==> src/rtl/nco_rom_reader.sv <==
// nco_rom_reader: phase-accumulator NCO driving an external synchronous
// waveform LUT; one sample per ce_i, fixed 3-cycle latency ce_i -> valid_o.
// Ports: clk_i, rst_i (async, active-high), ce_i, inc_i/inc_we_i (tuning word),
//   phase_off_i (addressing offset), phase_clr_i (acc clear),
//   rom_en_o/rom_addr_o/rom_data_i (LUT side), data_o/valid_o (sample out).
// Build option NCO_QUARTER_WAVE_EN: LUT holds the first quadrant only;
//   address mirroring and output negation rebuild the full wave.
module nco_rom_reader #(
  parameter int PHASE_WIDTH = 32,
  parameter int ADDR_WIDTH  = 10,
  parameter int DATA_WIDTH  = 8
) (
  input  logic                   clk_i,
  input  logic                   rst_i,
  input  logic                   ce_i,
  input  logic [PHASE_WIDTH-1:0] inc_i,
  input  logic                   inc_we_i,
  input  logic [PHASE_WIDTH-1:0] phase_off_i,
  input  logic                   phase_clr_i,
  output logic                   rom_en_o,
  output logic [ADDR_WIDTH-1:0]  rom_addr_o,
  input  logic [DATA_WIDTH-1:0]  rom_data_i,
  output logic [DATA_WIDTH-1:0]  data_o,
  output logic                   valid_o
);

  localparam int PW = PHASE_WIDTH;
  localparam int AW = ADDR_WIDTH;
  localparam int DW = DATA_WIDTH;
`ifdef NCO_QUARTER_WAVE_EN
  localparam int HW = AW + 2;
`else
  localparam int HW = AW;
`endif
  localparam int LW = PW - HW;

  logic [PW-1:0] acc_q, acc_d;
  logic [PW-1:0] inc_q, inc_d;
  logic          rom_en_q, rom_en_d;
  logic [AW-1:0] rom_addr_q, rom_addr_d;
  logic          v1_q;
  logic [DW-1:0] data_q, data_d;
  logic          valid_q, valid_d;
  logic          issue;
  logic          cout;
  logic [HW-1:0] p_hi;
  logic [AW-1:0] addr_p;

  // Only the top HW bits of acc+offset are needed; the lower part
  // contributes just its carry.
  generate
    if (LW > 0) begin : g_lo
      logic [LW-1:0] lo_sum;
      assign lo_sum = acc_q[LW-1:0] + phase_off_i[LW-1:0];
      assign cout   = lo_sum < acc_q[LW-1:0];
    end else begin : g_nolo
      assign cout = 1'b0;
    end
  endgenerate

  assign p_hi  = acc_q[PW-1 -: HW] + phase_off_i[PW-1 -: HW] + HW'(cout);
  assign issue = ce_i && !phase_clr_i;

`ifdef NCO_QUARTER_WAVE_EN
  logic [1:0]    quad;
  logic [AW-1:0] idx;
  logic          neg0_q, neg0_d;
  logic          neg1_q;

  assign quad   = p_hi[HW-1 -: 2];
  assign idx    = p_hi[AW-1:0];
  // Odd quadrants run the quarter table backwards.
  assign addr_p = quad[0] ? ~idx : idx;
  assign neg0_d = issue ? quad[1] : neg0_q;

  always_ff @(posedge clk_i or posedge rst_i) begin
    if (rst_i) begin
      neg0_q <= 1'b0;
      neg1_q <= 1'b0;
    end else begin
      neg0_q <= neg0_d;
      neg1_q <= neg0_q;
    end
  end
`else
  assign addr_p = p_hi;
`endif

  always_comb begin
    acc_d      = acc_q;
    inc_d      = inc_we_i ? inc_i : inc_q;
    rom_en_d   = 1'b0;
    rom_addr_d = rom_addr_q;
    if (phase_clr_i) begin
      acc_d = '0;
    end else if (ce_i) begin
      acc_d      = acc_q + inc_q;
      rom_en_d   = 1'b1;
      rom_addr_d = addr_p;
    end
    valid_d = v1_q;
    data_d  = data_q;
    if (v1_q) begin
`ifdef NCO_QUARTER_WAVE_EN
      // Lower half-wave is the negated upper half.
      data_d = neg1_q ? ({DW{1'b0}} - rom_data_i) : rom_data_i;
`else
      data_d = rom_data_i;
`endif
    end
  end

  always_ff @(posedge clk_i or posedge rst_i) begin
    if (rst_i) begin
      acc_q      <= '0;
      inc_q      <= '0;
      rom_en_q   <= 1'b0;
      rom_addr_q <= '0;
      v1_q       <= 1'b0;
      data_q     <= '0;
      valid_q    <= 1'b0;
    end else begin
      acc_q      <= acc_d;
      inc_q      <= inc_d;
      rom_en_q   <= rom_en_d;
      rom_addr_q <= rom_addr_d;
      v1_q       <= rom_en_q;
      data_q     <= data_d;
      valid_q    <= valid_d;
    end
  end

  assign rom_en_o   = rom_en_q;
  assign rom_addr_o = rom_addr_q;
  assign data_o     = data_q;
  assign valid_o    = valid_q;

endmodule

==> config.mk <==
export PLATFORM = sky130hd
export DESIGN_NAME = nco_rom_reader
export DESIGN_NICKNAME = d
export VERILOG_FILES = /design/src/rtl/nco_rom_reader.sv
export SDC_FILE = /design/constraint.sdc
export NUM_CORES = 1
export LEC_CHECK = 0
export ABC_AREA = 1
export BUFFER_PORTS_ARGS = -buffer_cell sky130_fd_sc_hd__buf_2
export CORE_MARGIN = 2
export CORE_UTILIZATION = 40
export DETAILED_ROUTE_END_ITERATION = 16
export PLACE_DENSITY = 0.72
export SLEW_MARGIN = 20
export SYNTH_ARGS = -nofsm -noshare
export SYNTH_HDL_FRONTEND = slang
export SYNTH_SLANG_ARGS = --single-unit
==> constraint.sdc <==
create_clock -name clk_i -period 3.6 [get_ports clk_i]
set_input_delay 0.18 -clock clk_i [delete_from_list [all_inputs] [get_ports clk_i]]
set_output_delay 0.18 -clock clk_i [all_outputs]
set_load 0.005 [all_outputs]
==> impl_summary.md <==
Final layout
The area growth from synthesis to layout is 32.9%. The share of post-route cells with drive strength above 1 is 28.8%. The number of nets in the finished design is 1471. In the final layout, flip-flops and latches occupy 2130 µm². The layout filler cell count is 1762. The multi-input gate area in the final layout is 5310 µm².

The number of diodes added for antenna fixing is 0. The cell area after layout is 10000 µm². The final cell count without fillers is 1549.

Critical path
The critical path data arrival time is around 4.3 ns. The worst setup path is captured at a flip-flop. The critical path is of the flip-flop to flip-flop type. Of all nets on the critical path, the largest fanout is 3. For the worst setup path, the data required time is 3.84 ns. The worst setup path is launched from a flip-flop.

Yosys
The synthesized design devotes to its leading area cell type 28.1% of total area. By area the synthesized netlist is led by dfrtp_1 28%, nand2_1 17%, ha_1 13%. Synthesis produced a netlist with a net count of 1258. By count the netlist is led by 350 x nand2_1, 173 x inv_1, 85 x dfrtp_1. The average instance in the mapped netlist occupies 6.89 µm².

The post-synthesis register bit count is 85. The portion of the post-synthesis area used by sequential elements is 28.1%. Summing every instance area after synthesis gives roughly 7600 µm². The biggest area contributor in the post-synthesis netlist is dfrtp_1.

The distinct cell type count of the synthesized netlist is 38. After synthesis, the share of flip-flops with an asynchronous set or reset is 100%. During synthesis, Yosys emitted a total of 0 warnings.

Yosys mapped a number of flops with a built-in enable equal to 0. By instance count, the leading cell after synthesis is nand2_1. The predominant post-synthesis flop cell is dfrtp_1. The post-synthesis cell count is 1097.

Placed design
The wire-length estimate of the detail-placed layout is 17900 µm. Input and output buffers added on the ports amount to 96. The last weighted congestion value of the routability-driven placer is between 0.9 and 1. In this run, placement finished with an instance count of 1506.

In this run the cell area measured after placement is 8980 µm².

Clock network
The tree is rooted in a clkbuf_16. At the later pin of the worst-skew pair, clock insertion delay measures 0.35 ns. The H-tree was split into 3 levels. The clock slew seen by the registers of the worst setup and hold paths is 0.07 ns. The number of sinks driven by the clock tree is 85. In this run, CTS created clock tree buffers numbering 9. In this run the deepest clock path goes through 2 buffers.

TritonCTS built the clock tree.

Power
The fraction of power spent switching nets is between 40% and 50%. The switching power is 2080 µW. The clock share of power is 18.7%. The internal power of the cells is 2730 µW. Combinational logic is responsible for roughly 56% of the overall power.

For this design the static power due to leakage is ~0.0055 µW. The power density of the placed cells is 479 nW/µm². IR analysis of the VDD net gives a maximum drop of 0.231 mV.

The register share of total power is 25.5%.

Hold path
The worst hold path class is input pin to flip-flop.

STA
Setup repair after global routing could not meet its margin everywhere. Static timing analysis puts the maximum clock frequency at 245 MHz. The final-report hold violation count came to 0. The number of pins with negative max-slew slack in the final report is 0. In this run the tightest slew margin relative to its limit is 43.8%.

Clock skew on the completed layout was measured at 0.0104 ns. On the final layout, the worst hold slack is between 0.05 and 0.06 ns. The post-route minimum period is between 4 and 5 ns.

At the pin with the least slew margin, the transition time is ~0.84 ns. The smallest setup slack after layout is -0.481 ns. Dividing the final minimum period by the clock period gives 113%. Setup violations remaining at the end of the flow were counted as 9.

Routing
For this run, design rule violations remaining after detail routing come to 0. The initial detailed-routing violation count is ~560. Using the TritonRoute via totals, the vias-per-cell ratio works out to approximately 5.1. In the final routed layout, each cell accounts on average for 15.0 µm. The number of antenna-violating nets in the routed design is 0. The total wire length is 23300 µm.

The first detailed-routing pass took 5 iterations. The routed layout has 7848 vias.

Floorplanning
The die extent in x is 142 µm. The number of standard-cell rows in the floorplan is 50. The y dimension of the die is 142 µm. The core region is 18600 µm². The effective utilization at floorplan is 40.6%. The full die area is 20000 µm². 97 I/O pins were placed.

Job
Max-cap violations in this run came to 0.

Outcome
The final reports fail on setup timing. The flow ran to the end, but the final reports show violations.

GRT
The aggregate global routing overflow is 0. Global routing used 23.1% of the available tracks. The first global-routing pass estimated between 30000 and 40000 µm of wire.

The number of antenna violations at the first check in global routing was 0. Entering global routing, the biggest net connects 45 pins. The via count of the first global-routing pass is 7707.
==> power groups by stage <==
stage / clock [µW] / combinational (µW) / sequential (µW)
5_1_grt: 960 / 2990 / 1240
4_1_cts: 924 / 2470 / 1230
3_5_place_dp: 0 / 2240 / 1230
3_3_place_gp: 0 / 2200 / 1220
6_report: 901 / 2680 / 1230
2_1_floorplan: 0 / 1440 / 1210
==> kinds of logic (layout without fill, tap and decap cells) <==
| logic type | after synthesis | count (layout) | share of synthesized area (%) |
|---|---|---|---|
| multiplexers | 40 | 40 | 5.96 |
| AO/OA/AOI/OAI | 150 | 150 | 10.7 |
| flip-flops | 85 | 85 | 28.1 |
| buffers and inverters | 187 | 405 | 9.53 |
| adder cells (fa/ha/maj) | 84 | 84 | 14.3 |
| XOR/XNOR | 22 | 22 | 2.55 |
| AND/OR/NAND/NOR | 529 | 529 | 28.8 |
==> stage by stage <==
| stage | utilization [%] | total power (µW) | setup TNS [ns] | worst slack [ns] |
|---|---|---|---|---|
| 6_report | 53.9 | 4810 | -3.20 | -0.481 |
| 2_1_floorplan | - | 2650 | -0.0595 | -0.0332 |
| 3_5_place_dp | 48.2 | 3470 | -4.72 | -0.727 |
| 3_3_place_gp | 48.2 | 3420 | -4.23 | -0.673 |
| 5_1_grt | 53.9 | 5190 | -4.09 | -0.587 |
| 4_1_cts | 52.6 | 4620 | -2.51 | -0.451 |
==> placed cells by master, fill, tap and decap left out, types with 5 or more instances in the layout <==
cell type,Yosys,routed
a21o_1,6,6
a21oi_1,74,60
a21oi_2,0,12
and2_1,5,5
buf_2,5,96
buf_4,0,113
clkbuf_16,0,9
dfrtp_1,85,85
ha_1,80,61
ha_4,0,18
inv_1,173,166
inv_2,2,8
mux2_2,38,38
nand2_1,350,331
nand2_2,6,18
nand2_4,0,7
nand3_1,64,51
nand3_2,2,13
nand4_1,11,11
nor2_1,71,67
nor2_2,7,9
nor3_1,9,6
o21ai_0,43,29
o21ai_1,8,17
xor2_1,18,17
==> worst max-delay path, stage by stage, from the launching register on <==
cell	delay [ns]
dfrtp_1	0.42
buf_6	0.14
fa_2	0.37
nand3_2	0.10
nand2_4	0.08
a21boi_4	0.27
buf_4	0.16
buf_4	0.09
xnor2_1	0.06
ha_1	0.31
nand2_1	0.14
nor4_4	0.37
a31oi_4	0.14
fa_2	0.37
fa_2	0.36
nand3_2	0.10
nand2_4	0.07
or2_2	0.29
nand3_2	0.06
nand2_1	0.05
==> what timing repair did <==
action	in CTS	in global routing
endpoints found under the hold margin	43	0
setup endpoints to repair	10	10
resized for setup	80	40
setup buffers	18	10
pin swaps	31	34
cloned	0	0
hold buffers	1	0
==> final cells by class <==
| class | instances | share of cell area (%) |
|---|---|---|
| Timing Repair Buffer | 214 | 13.8 |
| Multi-Input combinational cell | 825 | 52.9 |
| Clock buffer | 10 | 2.28 |
| Sequential cell | 85 | 21.2 |
| Tap cell | 234 | 2.91 |
| Clock inverter | 6 | 0.436 |
| Inverter | 175 | 6.55 |
==> state kept, by name (all words and copies together), names as in the netlist <==
signal	cells
rom_addr_o	10
inc_q	32
valid_o	1
acc_q	32
data_o	8
v1_q	1
rom_en_o	1
==> layer usage <==
layer | global-route usage, % | part of all wire, % | up-vias
met4 | 7.00 | 2.2 | 0
met2 | 38.2 | 46 | 230
li1 | - | - | 3965
met5 | 0 | 0 | -
met3 | 2.97 | 5.3 | 36
met1 | 31.8 | 47 | 3617
==> path summary, 6_finish.rpt <==
path | from | to | slack, ns | depth (start not counted)
worst min register to register | rom_en_o | v1_q | 0.37 | 0
worst max-delay path | acc_q[1] | rom_addr_o[4] | -0.48 | 19
worst min-delay path | inc_i[13] | inc_q[13] | 0.06 | 2
worst max register to register | acc_q[1] | rom_addr_o[4] | -0.48 | 19
min in group asynchronous | rst_i | inc_q[16] | 0.49 | 3
max in group asynchronous | rst_i | rom_addr_o[9] | 2.08 | 4
(Power assumes the default switching activity.)
